==> config.mk <==
export PLATFORM = sky130hd
export DESIGN_NAME = index_frame_reader
export DESIGN_NICKNAME = d
export VERILOG_FILES = /design/src/rtl/index_frame_reader.sv
export SDC_FILE = /design/constraint.sdc
export NUM_CORES = 1
export LEC_CHECK = 0
export CAP_MARGIN = 20
export CORE_MARGIN = 2
export CORE_UTILIZATION = 53
export CTS_CLUSTER_SIZE = 28
export DETAILED_ROUTE_END_ITERATION = 16
export PLACE_DENSITY = 0.87
export RECOVER_POWER = 50
export SLEW_MARGIN = 10
export SYNTH_ARGS = -nofsm -noshare
export SYNTH_HDL_FRONTEND = slang
export SYNTH_SLANG_ARGS = --single-unit
==> constraint.sdc <==
create_clock -name clock -period 2.6 [get_ports clock]
set_input_delay 0.65 -clock clock [delete_from_list [all_inputs] [get_ports clock]]
set_output_delay 0.65 -clock clock [all_outputs]
set_load 0.02 [all_outputs]
==> src/rtl/index_frame_reader.sv <==
// rtl/index_frame_reader.sv - VGA scan-out of a 3-bit index frame buffer through an 8-entry RGB palette
module index_frame_reader #(
    parameter int H_ACTIVE    = 640,
    parameter int H_FP        = 16,
    parameter int H_SYNC      = 96,
    parameter int H_BP        = 48,
    parameter int V_ACTIVE    = 480,
    parameter int V_FP        = 10,
    parameter int V_SYNC      = 2,
    parameter int V_BP        = 33,
    parameter int MEM_LATENCY = 1
) (
    input  logic        clock,
    input  logic        reset,
    output logic [18:0] mem_raddr,
    input  logic [2:0]  mem_rdata,
    input  logic        pal_we,
    input  logic [2:0]  pal_waddr,
    input  logic [23:0] pal_wdata,
    output logic [7:0]  vga_r,
    output logic [7:0]  vga_g,
    output logic [7:0]  vga_b,
    output logic        vga_hsync,
    output logic        vga_vsync,
    output logic        vga_blank_n,
    output logic        frame_start
);

    localparam int H_TOTAL = H_ACTIVE + H_FP + H_SYNC + H_BP;
    localparam int V_TOTAL = V_ACTIVE + V_FP + V_SYNC + V_BP;
    localparam int L       = MEM_LATENCY + 1;
    localparam int HW      = $clog2(H_TOTAL);
    localparam int VW      = $clog2(V_TOTAL);

    localparam logic [HW-1:0] H_LAST   = HW'(H_TOTAL - 1);
    localparam logic [HW-1:0] H_ACT    = HW'(H_ACTIVE);
    localparam logic [HW-1:0] HS_FIRST = HW'(H_ACTIVE + H_FP);
    localparam logic [HW-1:0] HS_LAST  = HW'(H_ACTIVE + H_FP + H_SYNC - 1);
    localparam logic [VW-1:0] V_LAST   = VW'(V_TOTAL - 1);
    localparam logic [VW-1:0] V_ACT    = VW'(V_ACTIVE);
    localparam logic [VW-1:0] VS_FIRST = VW'(V_ACTIVE + V_FP);
    localparam logic [VW-1:0] VS_LAST  = VW'(V_ACTIVE + V_FP + V_SYNC - 1);

    logic [HW-1:0] h_cnt;
    logic [VW-1:0] v_cnt;
    logic [18:0]   addr_cnt;
    logic          h_last;
    logic          v_last;
    logic          active;
    logic          hsync_raw;
    logic          vsync_raw;

    // Delay lines: bit k holds the timing flag of the position k+1 clocks ago
    logic [L-1:0]  act_sr;
    logic [L-1:0]  hs_sr;
    logic [L-1:0]  vs_sr;

    logic [23:0]   pal [8];
    logic [23:0]   rgb_q;

    // Undelayed raster decode of the current counter position
    always_comb begin
        h_last    = (h_cnt == H_LAST);
        v_last    = (v_cnt == V_LAST);
        active    = (h_cnt < H_ACT) && (v_cnt < V_ACT);
        hsync_raw = !((h_cnt >= HS_FIRST) && (h_cnt <= HS_LAST));
        vsync_raw = !((v_cnt >= VS_FIRST) && (v_cnt <= VS_LAST));
    end

    // Raster counters and the incremental read address (restarts at each frame wrap)
    always_ff @(posedge clock) begin
        if (reset) begin
            h_cnt    <= '0;
            v_cnt    <= '0;
            addr_cnt <= '0;
        end else begin
            if (h_last) begin
                h_cnt <= '0;
                v_cnt <= v_last ? '0 : v_cnt + 1'b1;
            end else begin
                h_cnt <= h_cnt + 1'b1;
            end
            if (h_last && v_last) begin
                addr_cnt <= '0;
            end else if (active) begin
                addr_cnt <= addr_cnt + 19'd1;
            end
        end
    end

    // Carry blank/sync through the same latency as the memory plus palette path
    always_ff @(posedge clock) begin
        if (reset) begin
            act_sr <= '0;
            hs_sr  <= '1;
            vs_sr  <= '1;
        end else begin
            act_sr <= {act_sr[L-2:0], active};
            hs_sr  <= {hs_sr[L-2:0], hsync_raw};
            vs_sr  <= {vs_sr[L-2:0], vsync_raw};
        end
    end

    // Palette registers; a write lands at the clock edge so a same-clock lookup sees the old entry
    always_ff @(posedge clock) begin
        if (reset) begin
            pal[0] <= 24'h000000;
            pal[1] <= 24'hFFFFFF;
            pal[2] <= 24'hFF0000;
            pal[3] <= 24'h00FF00;
            pal[4] <= 24'h0000FF;
            pal[5] <= 24'hFFFF00;
            pal[6] <= 24'h00FFFF;
            pal[7] <= 24'hFF00FF;
        end else if (pal_we) begin
            pal[pal_waddr] <= pal_wdata;
        end
    end

    // Registered palette lookup; stage MEM_LATENCY-1 is the active flag aligned with mem_rdata
    always_ff @(posedge clock) begin
        if (reset) begin
            rgb_q <= '0;
        end else begin
            rgb_q <= act_sr[MEM_LATENCY-1] ? pal[mem_rdata] : 24'h000000;
        end
    end

    assign mem_raddr   = addr_cnt;
    assign vga_r       = rgb_q[23:16];
    assign vga_g       = rgb_q[15:8];
    assign vga_b       = rgb_q[7:0];
    assign vga_blank_n = act_sr[L-1];
    assign vga_hsync   = hs_sr[L-1];
    assign vga_vsync   = vs_sr[L-1];
    assign frame_start = !reset && (h_cnt == '0) && (v_cnt == '0);

endmodule
==> metrics, run 1 <==
CP bufs+invs 2; maximum resistive drop on vdd 0.453 mV; aggregate negative setup slack 0 ns; post-synthesis average cell area 13.9 µm²; required time of the critical path 1.95 ns; result of the run complete, but fails checks; post-CTS setup buffer count 0; TritonCTS clock tree done; 1st-iter DRT viols 546; Reg clk slew, reported paths 0.06 ns; worst slew margin relative to its limit -0.0410; Critical-path top delay cell sky130_fd_sc_hd__or4_4; most common library cell in the layout ignoring fill and taps sky130_fd_sc_hd__edfxtp_1; transition time at the pin with the least slew margin 1.56 ns; layout cell share with drive strength beyond 1 0.187; crit path time final 2.56 ns; clock root buffer master sky130_fd_sc_hd__clkbuf_16; die height 150 µm; path category of the worst min-delay check flip-flop to flip-flop; number of max-cap violations 1; final setup violation count 0; count of input and output buffers 79; placer's final routability congestion estimate 0.838; growth of design area from synthesis to finish 20.9%; clock tree skew after final layout 0.0126 ns; number of cells on the worst reg-to-reg path 6; hold buffers post-CTS 0; number of placement rows 53; CTS Sinks 261; post-DP HPWL 15,800 µm; fraction of the yosys area taken by sequential cells 0.634; final routed wire length divided by cell count 20.5 µm; Min-Delay Path Depth 1; vias in the first global route 7,317; unrepaired setup endpoints after global routing true; proportion of register bits with asynchronous set or reset after synthesis 0; number of search-and-repair iterations in the first detailed-routing pass 5; number of antenna violations at the first check in global routing 1; summed instance area of the synthesized netlist 0.0113 mm²; total congestion overflow after global routing 0; floorplan die width 150 µm; class of the most critical setup path input port to output port; number of register bits inferred by synthesis 261; H-tree levels 1; stages on the worst setup path 4; family with the most delay on the worst path simple AND/OR/NAND/NOR gates; fillers 1,443; final instance area 0.0136 mm²; area of the core region 0.0210 mm²; instance count of the mapped netlist 813; Synth cell types 43; global-route wire length before repair 38,700 µm; critical path startpoint category input port; post-detailed-route via-to-cell ratio 5.87; buffers from clock root to sink, at most 3; peak per-stage delay on the critical path 0.44 ns; starting utilization of the core area 0.538; post-synthesis net count 851; pin count of the biggest net entering global routing 49; P per Cell Area 686 mW/mm²; Total Routed Length 25,000 µm; Post-Place Cell Area 0.0128 mm²; final period utilization 0.986; global router's overall resource usage 0.226; category of the worst setup path capture point output port; final net count 963; total vias in the final route 7,185; area enclosed by the die boundary 0.0224 mm²; cts bufs inserted 28; failing checks capacitance limit, slew limit; largest fanout on the critical path 2; worst endpoint data arrival time 1.91 ns; static leakage 4.66 nW; antenna-violating nets left 0; Synthesis Warnings 0; insertion delay of the later-clocked pin in the worst-skew pair 0.53 ns; chain of cells forming the critical path clkdlybuf4s50_1 > or4_4 > nor4_4 > buf_4; Max Clock Freq 390 MHz; DRC violation count after routing 0; most frequent cells in the layout sky130_fd_sc_hd__edfxtp_1 (192), sky130_fd_sc_hd__and2_1 (68), sky130_fd_sc_hd__dfxtp_1 (68), sky130_fd_sc_hd__clkdlybuf4s50_1 (67), sky130_fd_sc_hd__or3_1 (65); Final Hold Fails 0; final slew viol count 26; number of enable flip-flop cells after synthesis 192; boundary pin count 80; Main synth FF type sky130_fd_sc_hd__edfxtp_1
## final timing paths
| path | start | slack (ns) | to |
|---|---|---|---|
| setup / recovery | reset | 0.04 | frame_start |
| hold / removal | hs_sr[0] | 0.43 | hs_sr[1] |
| setup reg to reg | h_cnt[8] | 0.29 | v_cnt[9] |
| hold reg to reg | hs_sr[0] | 0.43 | hs_sr[1] |
## power breakdown
| part | total [mW] | switching, mW | internal, mW |
|---|---|---|---|
| Combinational | 0.719 | 0.379 | 0.340 |
| Sequential | 4.76 | 0.0715 | 4.69 |
| Clock | 3.86 | 1.55 | 2.31 |
## cell usage after synthesis, types with 7 or more instances
master / count / area, µm²
sky130_fd_sc_hd__edfxtp_1: 192 / 5770
sky130_fd_sc_hd__and2_1: 97 / 607
sky130_fd_sc_hd__dfxtp_1: 69 / 1380
sky130_fd_sc_hd__or3_1: 66 / 413
sky130_fd_sc_hd__nor2_1: 51 / 191
sky130_fd_sc_hd__mux4_2: 48 / 1080
sky130_fd_sc_hd__clkbuf_1: 39 / 146
sky130_fd_sc_hd__or2_2: 31 / 194
sky130_fd_sc_hd__mux2i_1: 25 / 250
sky130_fd_sc_hd__nand2b_1: 22 / 138
sky130_fd_sc_hd__a21oi_1: 18 / 90.1
sky130_fd_sc_hd__nand3_1: 17 / 85.1
sky130_fd_sc_hd__nand2_1: 15 / 56.3
sky130_fd_sc_hd__xnor2_1: 12 / 105
sky130_fd_sc_hd__inv_1: 11 / 41.3
sky130_fd_sc_hd__nand4_1: 11 / 68.8
sky130_fd_sc_hd__nor4_1: 10 / 62.6
sky130_fd_sc_hd__o21ai_0: 9 / 45.0
sky130_fd_sc_hd__xor2_1: 8 / 70.1
sky130_fd_sc_hd__buf_2: 7 / 35.0
sky130_fd_sc_hd__or4_1: 7 / 52.6
## flip-flops by register name, indices dropped and copies added (netlist names)
register	count
hs_sr	2
vs_sr	2
pal	192
v_cnt	10
mem_raddr	19
act_sr	2
rgb_q	24
h_cnt	10
## per-layer routing
layer,wire length [µm],global-route usage,vias up
met3,1920,0.0393,67
met1,9700,0.289,3571
met4,952,0.0934,0
met2,12500,0.384,307
li1,-,-,3240
met5,0,0,-
## timing repair
action,CTS,global route
setup endpoints to repair,1,1
pin swaps,3,0
gates resized for setup,8,5
## layout make-up
| type | instances | area, µm² | share of cell area |
|---|---|---|---|
| Timing Repair Buffer | 134 | 1280 | 0.0940 |
| Clock inverter | 10 | 108 | 0.00790 |
| Inverter | 11 | 41.3 | 0.00303 |
| Multi-Input combinational cell | 489 | 3900 | 0.287 |
| Tap cell | 275 | 344 | 0.0253 |
| Clock buffer | 42 | 795 | 0.0583 |
| Sequential cell | 261 | 7150 | 0.525 |
| Antenna cell | 1 | 2.50 | 0.000184 |
## per-stage QoR
stage / setup WS, ns / total power [mW] / hold slack [ns] / util / instances
after detailed placement: -0.383 / 5.58 / 0.404 / 0.612 / 1170
after CTS: 0.00677 / 9.41 / 0.423 / 0.655 / 1222
after global placement: -0.356 / 5.55 / 0.403 / 0.612 / 1170
after global routing: -0.105 / 9.63 / 0.425 / 0.650 / 1223
after floorplan: 0.00672 / 5.22 / 0.389 / - / 813
final: 0.0367 / 9.34 / 0.429 / 0.650 / 1223
## cells by family (layout without fill, tap and decap cells)
family | Yosys count | count (layout) | synth area share
and+or+nand+nor | 353 | 353 | 0.183
DFF | 261 | 261 | 0.634
muxes | 73 | 73 | 0.118
buffers and inverters | 63 | 197 | 0.0231
AOI/OAI and AO/OA | 38 | 38 | 0.0202
xor gates and xnor gates | 20 | 20 | 0.0155
adders and majority gates | 5 | 5 | 0.00555
other | 0 | 1 | 0
(Power assumes the default switching activity.)
==> run 2: changes to the inputs <==
Settings changed: CELL_PAD_IN_SITES_DETAIL_PLACEMENT from default to 1, CELL_PAD_IN_SITES_GLOBAL_PLACEMENT from default to 2, CORE_UTILIZATION 53 to 42, CTS_CLUSTER_SIZE 28 to 24, PLACE_DENSITY 0.87 to 0.91.
Clock period 2.6 ns to 2.5 ns, I/O delays scaled along.
==> run 2 against run 1 <==
Net effect:
- the run ends with setup timing left
- combinational power grew 9.0%
- die area grew 25%
- wire length grew 17%
- utilization shrank 12 points
- sequential power grew 4%
- sequential share of layout area shrank 0.69 points
- clock-buffer cell count shrank 3
- global-route usage shrank 1.3 points
- hold slack lost 0.014 ns
- sequential cell count is the same
- via count grew 1.3%
- total power grew 4.7%
- largest cell class unchanged
==> metrics, run 2 (synthesis results as in run 1) <==
pin count of the biggest net entering global routing 49 (unchanged); max FFs per register 192 (unchanged); startpoint of the most critical register-to-register path h_cnt[6] (was h_cnt[8]); peak per-stage delay on the critical path 0.42 ns (was 0.44 ns); static leakage 4.73 nW (was 4.66 nW); cts bufs inserted 28 (unchanged); Total Routed Length 29,300 µm (was 25,000 µm); floorplan die width 168 µm (was 150 µm); family with the most delay on the worst path buffers and inverters (was simple AND/OR/NAND/NOR gates); largest fanout on the critical path 27 (was 2); transition time at the pin with the least slew margin 0.749 ns (was 1.56 ns); 1st-iter DRT viols 445 (was 546); unrepaired setup endpoints after global routing true (unchanged); worst setup path start reset (unchanged); most frequent cells in the layout sky130_fd_sc_hd__edfxtp_1 (192), sky130_fd_sc_hd__and2_1 (76), sky130_fd_sc_hd__dfxtp_1 (68), sky130_fd_sc_hd__clkdlybuf4s50_1 (66), sky130_fd_sc_hd__or3_1 (65) (was sky130_fd_sc_hd__edfxtp_1 (192), sky130_fd_sc_hd__and2_1 (68), sky130_fd_sc_hd__dfxtp_1 (68), sky130_fd_sc_hd__clkdlybuf4s50_1 (67), sky130_fd_sc_hd__or3_1 (65)); critical register-to-register path endpoint mem_raddr[16] (was v_cnt[9]); growth of design area from synthesis to finish 22.5% (was 20.9%); aggregate negative setup slack -0.0343 ns (was 0 ns); chain of cells forming the critical path clkdlybuf4s50_1 > buf_4 > or3b_1 > clkbuf_2 > nor2_1 > or2_2 > buf_12 (was clkdlybuf4s50_1 > or4_4 > nor4_4 > buf_4); global-route wire length before repair 46,200 µm (was 38,700 µm); maximum resistive drop on vdd 0.461 mV (was 0.453 mV); number of cells on the worst reg-to-reg path 6 (unchanged); area of the core region 0.0262 mm² (was 0.0210 mm²); total vias in the final route 7,277 (was 7,185); worst endpoint data arrival time 2.77 ns (was 1.91 ns); die height 168 µm (was 150 µm); number of antenna violations at the first check in global routing 1 (unchanged); boundary pin count 80 (unchanged); P per Cell Area 709 mW/mm² (was 686 mW/mm²); worst reg-to-reg setup slack 0.22 ns (was 0.29 ns); Critical-path top delay cell sky130_fd_sc_hd__clkbuf_2 (was sky130_fd_sc_hd__or4_4); worst slew margin relative to its limit 0.501 (was -0.0410); H-tree levels 1 (unchanged); n_diodes 0 (was 1); most common library cell in the layout ignoring fill and taps sky130_fd_sc_hd__edfxtp_1 (unchanged); number of max-cap violations 0 (was 1); final routed wire length divided by cell count 22.7 µm (was 20.5 µm); clock root buffer master sky130_fd_sc_hd__clkbuf_16 (unchanged); final net count 975 (was 963); DRC violation count after routing 0 (unchanged); final slew viol count 0 (was 26); total congestion overflow after global routing 0 (unchanged); required time of the critical path 2.76 ns (was 1.95 ns); Final Hold Fails 0 (unchanged); critical path startpoint category input port (unchanged); crit path time final 2.51 ns; CP bufs+invs 4 (was 2); clock tree skew after final layout 0.0275 ns (was 0.0126 ns); Min-Delay Path Depth 1 (unchanged); number of cells after detailed placement 1,242 (was 1,170); CTS Sinks 261 (unchanged); category of the worst setup path capture point flip-flop (was output port); final setup violation count 6 (was 0); global router's overall resource usage 0.213 (was 0.226); path category of the worst min-delay check flip-flop to flip-flop (unchanged); post-DP HPWL 19,000 µm (was 15,800 µm); hold path startpoint hs_sr[0] (unchanged); endpoint of the worst hold path hs_sr[1] (unchanged); Reg clk slew, reported paths 0.06 ns (about the same); Max Clock Freq 399 MHz; area enclosed by the die boundary 0.0282 mm² (was 0.0224 mm²); buffers from clock root to sink, at most 3 (unchanged); number of search-and-repair iterations in the first detailed-routing pass 4 (was 5); hold buffers post-CTS 0 (unchanged); failing checks setup timing (was capacitance limit, slew limit); class of the most critical setup path input port to flip-flop (was input port to output port); fillers 2,596 (was 1,443); TritonCTS clock tree done (unchanged); post-place setup slack -0.401 ns (was -0.383 ns); stages on the worst setup path 7 (was 4); final period utilization 1.00; starting utilization of the core area 0.430 (was 0.538); post-detailed-route via-to-cell ratio 5.63 (was 5.87); number of placement rows 59 (was 53); result of the run complete, but fails checks (unchanged); vias in the first global route 8,041 (was 7,317); final critical-path setup slack -0.00761 ns (was 0.0367 ns); insertion delay of the later-clocked pin in the worst-skew pair 0.57 ns (was 0.53 ns); placer's final routability congestion estimate 0.828 (was 0.838); layout cell share with drive strength beyond 1 0.196 (was 0.187); most flop-heavy register pal (unchanged); count of input and output buffers 79 (unchanged); filler-free cell count of the finished design 1,293 (was 1,223); antenna-violating nets left 0 (unchanged)
==> run 2: how the worst max path moves through the flow <==
stage	slack [ns]	end
after global placement	-0.40	frame_start
after CTS	-0.08	frame_start
after global routing	-0.12	frame_start
after detailed placement	-0.40	frame_start
final	-0.008	pal[5][2]
after floorplan	0.02	frame_start
==> run 2: repair_timing <==
item | CTS | global route
setup endpoints to repair | 1 | 1
pin swaps | 4 | 0
resized for setup | 8 | 4
gates cloned | 0 | 0
buffers inserted | 0 | 0
==> run 2: worst reg2reg max path: stages (launching register included) <==
cell                       delay (ns)
sky130_fd_sc_hd__dfxtp_2         0.31
sky130_fd_sc_hd__or3_4           0.40
sky130_fd_sc_hd__buf_4           0.17
sky130_fd_sc_hd__or3_1           0.42
sky130_fd_sc_hd__o21bai_2        0.57
sky130_fd_sc_hd__buf_8           0.24
sky130_fd_sc_hd__a21oi_1         0.06
==> run 2: metal layers <==
metal / track usage / routed length [µm]
met1: 0.260 / 11800
met2: 0.392 / 15400
met3: 0.0287 / 1460
met4: 0.0665 / 640
met5: 0 / 13
==> run 2: final cells by class <==
class / instances / area [µm²] / share of cell area
clock inverters: 12 / 134 / 0.00970
inverters: 11 / 41.3 / 0.00299
repair buffers: 146 / 1400 / 0.102
flip-flops and latches: 261 / 7150 / 0.518
clock buffers: 39 / 752 / 0.0545
well taps: 335 / 419 / 0.0304
multi-input cells: 489 / 3900 / 0.283
==> run 2: through the flow <==
stage               total power, mW  utilization  hold WS [ns]  instance area [µm²]
global route                   10.1        0.527         0.436                13800
CTS                            9.88        0.531         0.417                13900
detailed placement             5.86        0.497         0.400                13000
floorplan                      5.42            -         0.389                11300
global placement               5.80        0.497         0.399                13000
finish                         9.78        0.527         0.415                13800
==> run 2: report_power, final <==
group / switching, mW / internal (mW)
logic: 0.418 / 0.366
clock network: 1.73 / 2.31
registers: 0.0820 / 4.88
total: 2.23 / 7.56
